$ cat src/rtl/uart_receiver.sv
`default_nettype none
// +--------------------------------------------------------------------------+
// | Module      : uart_receiver                                              |
// | Description : UART 8N1 receiver. Synchronises the asynchronous serial    |
// |               line, validates the start bit, majority-votes every bit    |
// |               around mid-bit and frames out one byte with a one-cycle    |
// |               data_ready strobe. A low stop bit raises a one-cycle       |
// |               frame_error and the receiver then waits for the line to    |
// |               return high before looking for a new start edge.           |
// | Revision    : 1.0 - initial release                                      |
// +--------------------------------------------------------------------------+
// | Ports                                                                    |
// |   clk          in   1  system clock, all logic on posedge                |
// |   rst_n        in   1  synchronous reset, active-low                     |
// |   signal       in   1  asynchronous serial line, idle high               |
// |   data         out  8  last correctly framed byte, LSB received first    |
// |   data_ready   out  1  one-cycle pulse when data updates                 |
// |   frame_error  out  1  one-cycle pulse when the stop bit samples low     |
// |   busy         out  1  high from start-edge detect until back in IDLE    |
// +--------------------------------------------------------------------------+
module uart_receiver #(
  parameter int CLK_FREQ   = 50000000,
  parameter int BAUDRATE   = 240000,
  parameter int OVERSAMPLE = 16
) (
  input  logic       clk,
  input  logic       rst_n,
  input  logic       signal,
  output logic [7:0] data,
  output logic       data_ready,
  output logic       frame_error,
  output logic       busy
);

  // ------------------------------------------------------------------------
  // Derived constants
  // ------------------------------------------------------------------------
  localparam int c_TICK_RATE    = BAUDRATE * OVERSAMPLE;
  // Rounded division so the tick rate lands as close as possible to the
  // nominal oversampling rate.
  localparam int c_TICK_DIV_RAW = (CLK_FREQ + c_TICK_RATE / 2) / c_TICK_RATE;
  localparam int c_TICK_DIV     = (c_TICK_DIV_RAW < 1) ? 1 : c_TICK_DIV_RAW;
  localparam int c_TICK_W       = (c_TICK_DIV > 1) ? $clog2(c_TICK_DIV) : 1;
  localparam int c_SAMP_W       = $clog2(OVERSAMPLE);

  localparam logic [c_TICK_W-1:0] c_TICK_LAST = c_TICK_W'(c_TICK_DIV - 1);
  localparam logic [c_TICK_W-1:0] c_TICK_ONE  = c_TICK_W'(1);
  localparam logic [c_SAMP_W-1:0] c_SAMP_LAST = c_SAMP_W'(OVERSAMPLE - 1);
  localparam logic [c_SAMP_W-1:0] c_SAMP_ONE  = c_SAMP_W'(1);
  // Three vote points straddling mid-bit; the decision is on the last one.
  localparam logic [c_SAMP_W-1:0] c_SAMP_V0   = c_SAMP_W'(OVERSAMPLE / 2 - 1);
  localparam logic [c_SAMP_W-1:0] c_SAMP_V1   = c_SAMP_W'(OVERSAMPLE / 2);
  localparam logic [c_SAMP_W-1:0] c_SAMP_DEC  = c_SAMP_W'(OVERSAMPLE / 2 + 1);

  typedef enum logic [2:0] {
    ST_IDLE  = 3'd0,
    ST_START = 3'd1,
    ST_DATA  = 3'd2,
    ST_STOP  = 3'd3,
    ST_BREAK = 3'd4
  } state_t;

  // ------------------------------------------------------------------------
  // Registers
  // ------------------------------------------------------------------------
  logic                sync1_q;    // first synchroniser stage
  logic                sig_s_q;    // synchronised line (signal_s)
  logic                sig_d_q;    // signal_s delayed one clock, for edges
  logic [c_TICK_W-1:0] tick_cnt_q;
  logic [c_TICK_W-1:0] tick_cnt_d;
  logic [c_SAMP_W-1:0] samp_q;
  logic [c_SAMP_W-1:0] samp_d;
  logic [2:0]          bit_q;
  logic [7:0]          shift_q;
  logic                vote0_q;
  logic                vote1_q;
  state_t              state_q;
  logic [7:0]          data_q;
  logic                data_ready_q;
  logic                frame_error_q;
  logic                busy_q;

  // ------------------------------------------------------------------------
  // Combinational helpers
  // ------------------------------------------------------------------------
  logic tick;
  logic fall_edge;
  logic decide;
  logic bit_val;

  always_comb begin
    tick       = (tick_cnt_q == '0);
    tick_cnt_d = (tick_cnt_q == c_TICK_LAST) ? '0 : (tick_cnt_q + c_TICK_ONE);
    samp_d     = (samp_q == c_SAMP_LAST) ? '0 : (samp_q + c_SAMP_ONE);
    fall_edge  = sig_d_q & ~sig_s_q;
    decide     = tick & (samp_q == c_SAMP_DEC);
    // Majority of the two stored votes and the line at the decision tick.
    bit_val    = (vote0_q & vote1_q) | (vote0_q & sig_s_q) | (vote1_q & sig_s_q);
  end

  // ------------------------------------------------------------------------
  // Input synchroniser and edge-detect delay. Reset to the idle level so a
  // quiet line does not look like an edge on reset release.
  // ------------------------------------------------------------------------
  always_ff @(posedge clk) begin
    if (!rst_n) begin
      sync1_q <= 1'b1;
      sig_s_q <= 1'b1;
      sig_d_q <= 1'b1;
    end else begin
      sync1_q <= signal;
      sig_s_q <= sync1_q;
      sig_d_q <= sig_s_q;
    end
  end

  // ------------------------------------------------------------------------
  // Tick generator, sample counter and receive FSM with registered outputs
  // ------------------------------------------------------------------------
  always_ff @(posedge clk) begin
    if (!rst_n) begin
      tick_cnt_q    <= '0;
      samp_q        <= '0;
      bit_q         <= 3'd0;
      shift_q       <= 8'h00;
      vote0_q       <= 1'b0;
      vote1_q       <= 1'b0;
      state_q       <= ST_IDLE;
      data_q        <= 8'h00;
      data_ready_q  <= 1'b0;
      frame_error_q <= 1'b0;
      busy_q        <= 1'b0;
    end else begin
      data_ready_q  <= 1'b0;
      frame_error_q <= 1'b0;
      tick_cnt_q    <= tick_cnt_d;

      if (tick) begin
        samp_q <= samp_d;
        if (samp_q == c_SAMP_V0) vote0_q <= sig_s_q;
        if (samp_q == c_SAMP_V1) vote1_q <= sig_s_q;
      end

      case (state_q)
        ST_IDLE: begin
          busy_q <= 1'b0;
          if (fall_edge) begin
            // Restart the tick phase on the edge: the first tick fires on
            // the next clock as sample 0 of the start bit, which centres
            // the vote window on mid-bit.
            tick_cnt_q <= '0;
            samp_q     <= '0;
            busy_q     <= 1'b1;
            state_q    <= ST_START;
          end
        end

        ST_START: begin
          if (decide) begin
            if (bit_val) begin
              // Start bit did not hold low: treat as a glitch.
              busy_q  <= 1'b0;
              state_q <= ST_IDLE;
            end else begin
              bit_q   <= 3'd0;
              state_q <= ST_DATA;
            end
          end
        end

        ST_DATA: begin
          if (decide) begin
            shift_q[bit_q] <= bit_val;
            if (bit_q == 3'd7) begin
              state_q <= ST_STOP;
            end else begin
              bit_q <= bit_q + 3'd1;
            end
          end
        end

        ST_STOP: begin
          if (decide) begin
            if (bit_val) begin
              // Leaving at mid-stop-bit lets a back-to-back start edge
              // be caught without any idle time.
              data_q       <= shift_q;
              data_ready_q <= 1'b1;
              busy_q       <= 1'b0;
              state_q      <= ST_IDLE;
            end else begin
              frame_error_q <= 1'b1;
              state_q       <= ST_BREAK;
            end
          end
        end

        ST_BREAK: begin
          // A held-low line must go high before a new start is accepted.
          if (sig_s_q) begin
            busy_q  <= 1'b0;
            state_q <= ST_IDLE;
          end
        end

        default: begin
          busy_q  <= 1'b0;
          state_q <= ST_IDLE;
        end
      endcase
    end
  end

  assign data        = data_q;
  assign data_ready  = data_ready_q;
  assign frame_error = frame_error_q;
  assign busy        = busy_q;

endmodule
`default_nettype wire

$ cat config.mk
export PLATFORM = sky130hd
export DESIGN_NAME = uart_receiver
export DESIGN_NICKNAME = d
export VERILOG_FILES = /design/src/rtl/uart_receiver.sv
export SDC_FILE = /design/constraint.sdc
export NUM_CORES = 1
export LEC_CHECK = 0
export CAP_MARGIN = 20
export CELL_PAD_IN_SITES_DETAIL_PLACEMENT = 1
export CELL_PAD_IN_SITES_GLOBAL_PLACEMENT = 1
export CORE_ASPECT_RATIO = 1.75
export CORE_MARGIN = 2
export CORE_UTILIZATION = 45
export CTS_BUF_LIST = sky130_fd_sc_hd__clkbuf_4 sky130_fd_sc_hd__clkbuf_8
export DETAILED_ROUTE_END_ITERATION = 8
export PLACE_DENSITY = 0.79
export SETUP_SLACK_MARGIN = 0.1
export SLEW_MARGIN = 10
export SYNTH_ARGS = -nofsm -noshare
export SYNTH_HDL_FRONTEND = slang
export SYNTH_SLANG_ARGS = --single-unit
$ cat constraint.sdc
create_clock -name clk -period 3.65 [get_ports clk]
set_input_delay 0.5475 -clock clk [delete_from_list [all_inputs] [get_ports clk]]
set_output_delay 0.5475 -clock clk [all_outputs]
set_load 0.005 [all_outputs]
==> metrics, run 1 <==
TritonRoute pass-1 iters 2; clk sink count 38; cell taking the most area after synthesis dfxtp_1; Slew @ Worst Pin 1.01 ns; Layout Area Growth over Synthesis 14.3%; Worst Setup End Kind flop; setup TNS 0 ns; post-synthesis sequential area ratio 44.3%; PortBufs 13; synth unique cells 37; DP Wirelength 2.91 mm; Synth Flop Type dfxtp_1; minimum clock period about 2.6 ns; grt met3 use approximately 5.6%; Mapped Avg Cell Area 9.29 um2; total power 791 uW; final hold viol count 0; Rows 29; Reg clk slew, reported paths roughly 0.09 ns; Vias 1369; DR iter-0 viols 22; grt met1 use 20.3%; DR WL/cell between 15 and 20 um; CP max stage cell nand4_1; most used routing layer met2; CP Buf/Inv Count 1; number of global-route vias before repair around 1.5k; Root Driver clkbuf_8; CTS tree done; post-cts resize count 0; largest net degree at the start of global routing 18; Worst Path Max Fanout 9; Starting Density 47.4%; GPL Wtd Cong 0.790; delay of the slowest critical-path stage 0.60 ns; crit path DAT 2.79 ns; CP Class reg2reg; Via density roughly 5.6; GRT Util Overall 21.4%; Synth Register Bits 38; RSZ-0062 raised after global routing no; Core Region approximately 3600 um2; io pins 14; Post-CTS Setup Bufs 0; CP cell instances inv_1 > ha_1 > or3b_1 > nor3_4 > nand4_1 > mux2i_1; max-slew violations 0; diode count 0; DRC Markers 0; Routed Wire Length 3.97 mm; Clock Latency Late Sink 0.30 ns; synth top area cells dfxtp_1 44%, mux2i_1 12%, nand2_1 7.2%; Yosys top cell area share 44.3%; Hold Startpoint sync1_q; Worst EP required just under 4 ns; Startpoint Class flop; Post-synth EDFFs 0; Final Skew 0.0126 ns; Hold WC Path Type reg2reg; Layout Nets 209; global-route wire length before repair between 6 and 7 mm; total grt overflow 0; Mapped Area 1720 um2; period utilization 70.6%; f_max 388 MHz; die area about 4400 um2; initial antenna violation count 0; Gate Count Post-Synth 185; M2 GR Usage 40.2%; Chip Height 85.8 um; Worst Setup SP tick_cnt_q[0]; max_slew headroom 32.4%; ANT nets after route 0; leakage power 0.000834 uW; CP top delay family simple AND/OR/NAND/NOR gates; Final setup viols 0; number of max-cap violations 0; Die W slightly above 50 um; maximum VDD drop 0.294 mV; status complete, no violations; H-tree Lvls 2; share of layout cells above drive strength 1 9.00%; synthesized net count ~200; total CTS buffers 5; asr flop ratio synth 0%; reg2reg start tick_cnt_q[0]; CTS max path bufs 2; PwrDens roughly 400 nW/um2; Syn. warnings 0; cts-stage hold buffer count 0
[cell usage after synthesis, types with 2 or more instances]
cell	number
nand3_1	7
buf_2	2
nor3b_1	4
nor2_1	15
nand2_1	33
a311oi_1	4
nor3_1	3
nand2b_1	5
ha_1	7
o21ai_0	2
dfxtp_1	38
o31ai_1	2
a211oi_1	2
a21oi_1	7
clkbuf_1	4
inv_1	8
buf_6	2
mux2i_1	20
nor2b_1	2
[worst reg2reg max path: cells and delay by family, from the launching register on]
family / cells / cell delay [ns]
flops: 1 / 0.36
simple gates: 3 / 1.47
mux: 1 / 0.38
fa+ha+maj: 1 / 0.23
buf+inv: 1 / 0.07
[where the power goes]
| part | switching, uW | internal, uW |
|---|---|---|
| sequential | 11.4 | 423 |
| combinational | 34.9 | 22.3 |
| clock | 165 | 134 |
| total | 212 | 580 |
[layout by cell type, fill, tap and decap left out, types with 2 or more instances in the layout]
cell             count
nor3b_1              4
clkdlybuf4s50_1     13
nor3_1               3
o31ai_1              2
mux2i_1             20
nand3_1              7
dfxtp_1             38
a311oi_1             4
nand2b_1             5
inv_1                8
nor2_1              15
buf_4                2
nor2b_1              2
a21oi_1              7
nand2_1             33
o21ai_0              2
ha_1                 7
clkbuf_8             5
a211oi_1             2
[worst paths after layout]
kind         endpoint  slack (ns)  depth (start not counted)
max           data[1]        1.07                          6
min           sig_s_q        0.42                          1
max reg2reg   data[1]        1.07                          6
min reg2reg   sig_s_q        0.42                          1
[registers in the layout, summed over array words and instances, names as in the netlist, 3 cells and up]
name	count
data	8
bit_q	3
shift_q	8
samp_q	4
state_q	3
tick_cnt_q	4
[cells by family after synthesis]
kind of cell | share of synthesized area (%)
and+or+nand+nor | 22.9
AOI/OAI and AO/OA | 9.90
xor gates and xnor gates | 0.510
adders and majority gates | 5.68
buffers and inverters | 4.51
DFF | 44.3
muxes | 12.3
[stage by stage]
step	util [%]	hold WS, ns	instances	setup WS, ns	area [um2]
CTS	54.1	0.423	246	1.02	1960
global placement	51.7	0.398	238	1.28	1870
global route	54.1	0.450	246	0.875	1960
floorplan	-	0.386	185	1.76	1720
finish	54.1	0.420	246	1.07	1960
detailed placement	51.7	0.402	238	1.07	1870
[routing by layer]
layer  up-vias  wire, um
met2        20      2240
met5         -         0
met1       666      1490
li1        669         -
met4         0       133
met3        14       106
[layout make-up]
class	count	area [um2]
clock buffers	5	68.8
well taps	46	57.6
inverters	8	30.0
repair buffers	15	145
fillers	443	1660
clock inverters	3	21.3
multi-input cells	131	881
flip-flops and latches	38	761
(Power assumes the default switching activity.)
==> run 2: changes to the inputs <==
CORE_UTILIZATION = 41   (was 45)
PLACE_DENSITY = 0.75   (was 0.79)
clock period = 2.3 ns   (was 3.65 ns; I/O delays follow)
==> run 2 against run 1 <==
  * Clock-buffer cell count unchanged
  * Routed wire length down 3.5%
  * Largest cell class unchanged
  * First-iteration DRC count down 23%
  * Critical endpoint unchanged
  * Highest routed layer unchanged
==> metrics, run 2 (synthesized netlist as in run 1, its figures left out) <==
number of global-route vias before repair 1401; RSZ-0062 raised after global routing no; Placed Area 1900 um2; PwrDens around 620 nW/um2; most common cell after layout, fill and taps aside dfxtp_1; Vias 1333; maximum VDD drop 0.354 mV; Starting Density approximately 42%; Startpoint Class flop; DR WL/cell between 15 and 20 um; clk sink count 38; leakage power 0.000847 uW; minimum clock period a little over 2 ns; total grt overflow 0; Worst EP required 2.47 ns; max_slew headroom 72.1%; H-tree Lvls 2; CP top delay family simple AND/OR/NAND/NOR gates; Final Skew 0.00982 ns; Slew @ Worst Pin a little over 0.4 ns; Reg clk slew, reported paths 0.08 ns; Layout Nets 212; Rows 31; CP cell instances inv_1 > ha_1 > or3b_4 > nor3_4 > nand4_1 > buf_4 > mux2i_1; Root Driver clkbuf_8; ANT nets after route 0; Via density about 5.3; Fillers between 400 and 500; Routed Wire Length around 3.8 mm; Hold WC Path Type reg2reg; GRT Util Overall 18.5%; most frequent cells in the layout 38 x dfxtp_1, 33 x nand2_1, 20 x mux2i_1, 15 x nor2_1, 13 x clkdlybuf4s50_1; initial antenna violation count 0; DRC Markers 0; max-slew violations 0; CP Class reg2reg; number of max-cap violations 0; cts-stage hold buffer count 0; CP Buf/Inv Count 2; Clock Latency Late Sink 0.29 ns; Layout Area Growth over Synthesis 15.9%; Worst Path Max Fanout 9; CTS tree done; Chip Height 89.7 um; status complete, no violations; CTS max path bufs 2; GPL Wtd Cong between 0.8 and 0.9; crit path DAT 2.19 ns; DR iter-0 viols 17; global-route wire length before repair 6.44 mm; Placed Cells about 240; CP max stage cell or3b_4; io pins 14; Core Region 4070 um2; Final Cell Area between 1500 and 2000 um2; die area 4750 um2; PortBufs 13; Final setup viols 0; final hold viol count 0; Die W 53.0 um; Post-CTS Setup Bufs 0; share of layout cells above drive strength 1 between 10 and 15%; setup TNS 0 ns; f_max roughly 490 MHz; total CTS buffers 5; fin cells roughly 250; period utilization around nine tenths; diode count 0; DP Wirelength a little over 3 mm; largest net degree at the start of global routing 25; Worst Setup End Kind flop; post-cts resize count 0; TritonRoute pass-1 iters 4; delay of the slowest critical-path stage between 0.4 and 0.5 ns
==> run 2: changes by cell type in the layout (fill, tap and decap cells not counted) <==
cell	delta
buf_4	+3
or3b_4	+1
or3b_1	-1
==> run 2: report_power, final <==
| part | switching [uW] | internal (uW) |
|---|---|---|
| Clock | 244 | 213 |
| Sequential | 18.0 | 671 |
| Combinational | 54.9 | 42.7 |
==> run 2: per-stage QoR <==
step / total power, uW / setup slack (ns) / utilization, % / hold slack [ns]
final: 1240 / 0.274 / 48.9 / 0.418
after global routing: 1310 / 0.147 / 48.9 / 0.450
after CTS: 1260 / 0.148 / 48.9 / 0.424
after detailed placement: 802 / 0.169 / 46.7 / 0.409
after global placement: 795 / 0.253 / 46.7 / 0.398
after floorplan: 774 / 0.409 / - / 0.386
==> run 2: final cells by class <==
class | count | area [um2] | share of cell area (%)
inverter | 8 | 30.0 | 1.51
clock buffer | 5 | 68.8 | 3.45
multi-input combinational | 131 | 883 | 44.3
clock inverter | 3 | 21.3 | 1.07
sequential | 38 | 761 | 38.2
tap | 49 | 61.3 | 3.08
timing repair buffer | 18 | 168 | 8.41
==> run 2: path summary, 6_finish.rpt <==
path,from,endpoint,slack [ns],cells past startpoint
max,tick_cnt_q[0],data[1],0.27,7
min,sync1_q,sig_s_q,0.42,1
max reg2reg,tick_cnt_q[0],data[1],0.27,7
min reg2reg,sync1_q,sig_s_q,0.42,1
==> run 2: worst register-to-register path, stage by stage (launching register included) <==
cell and delay [ns]:
dfxtp_1 0.35, inv_1 0.07, ha_1 0.22, or3b_4 0.46, nor3_4 0.31, nand4_1 0.14, buf_4 0.22, mux2i_1 0.13
==> run 2: routing by layer <==
layer | up-vias | track usage, % | part of all wire (%)
li1 | 673 | - | -
met1 | 637 | 18.3 | 38
met2 | 14 | 36.0 | 59
met3 | 9 | 3.31 | 1.6
met4 | 0 | 7.93 | 2.2
met5 | - | 0 | 0
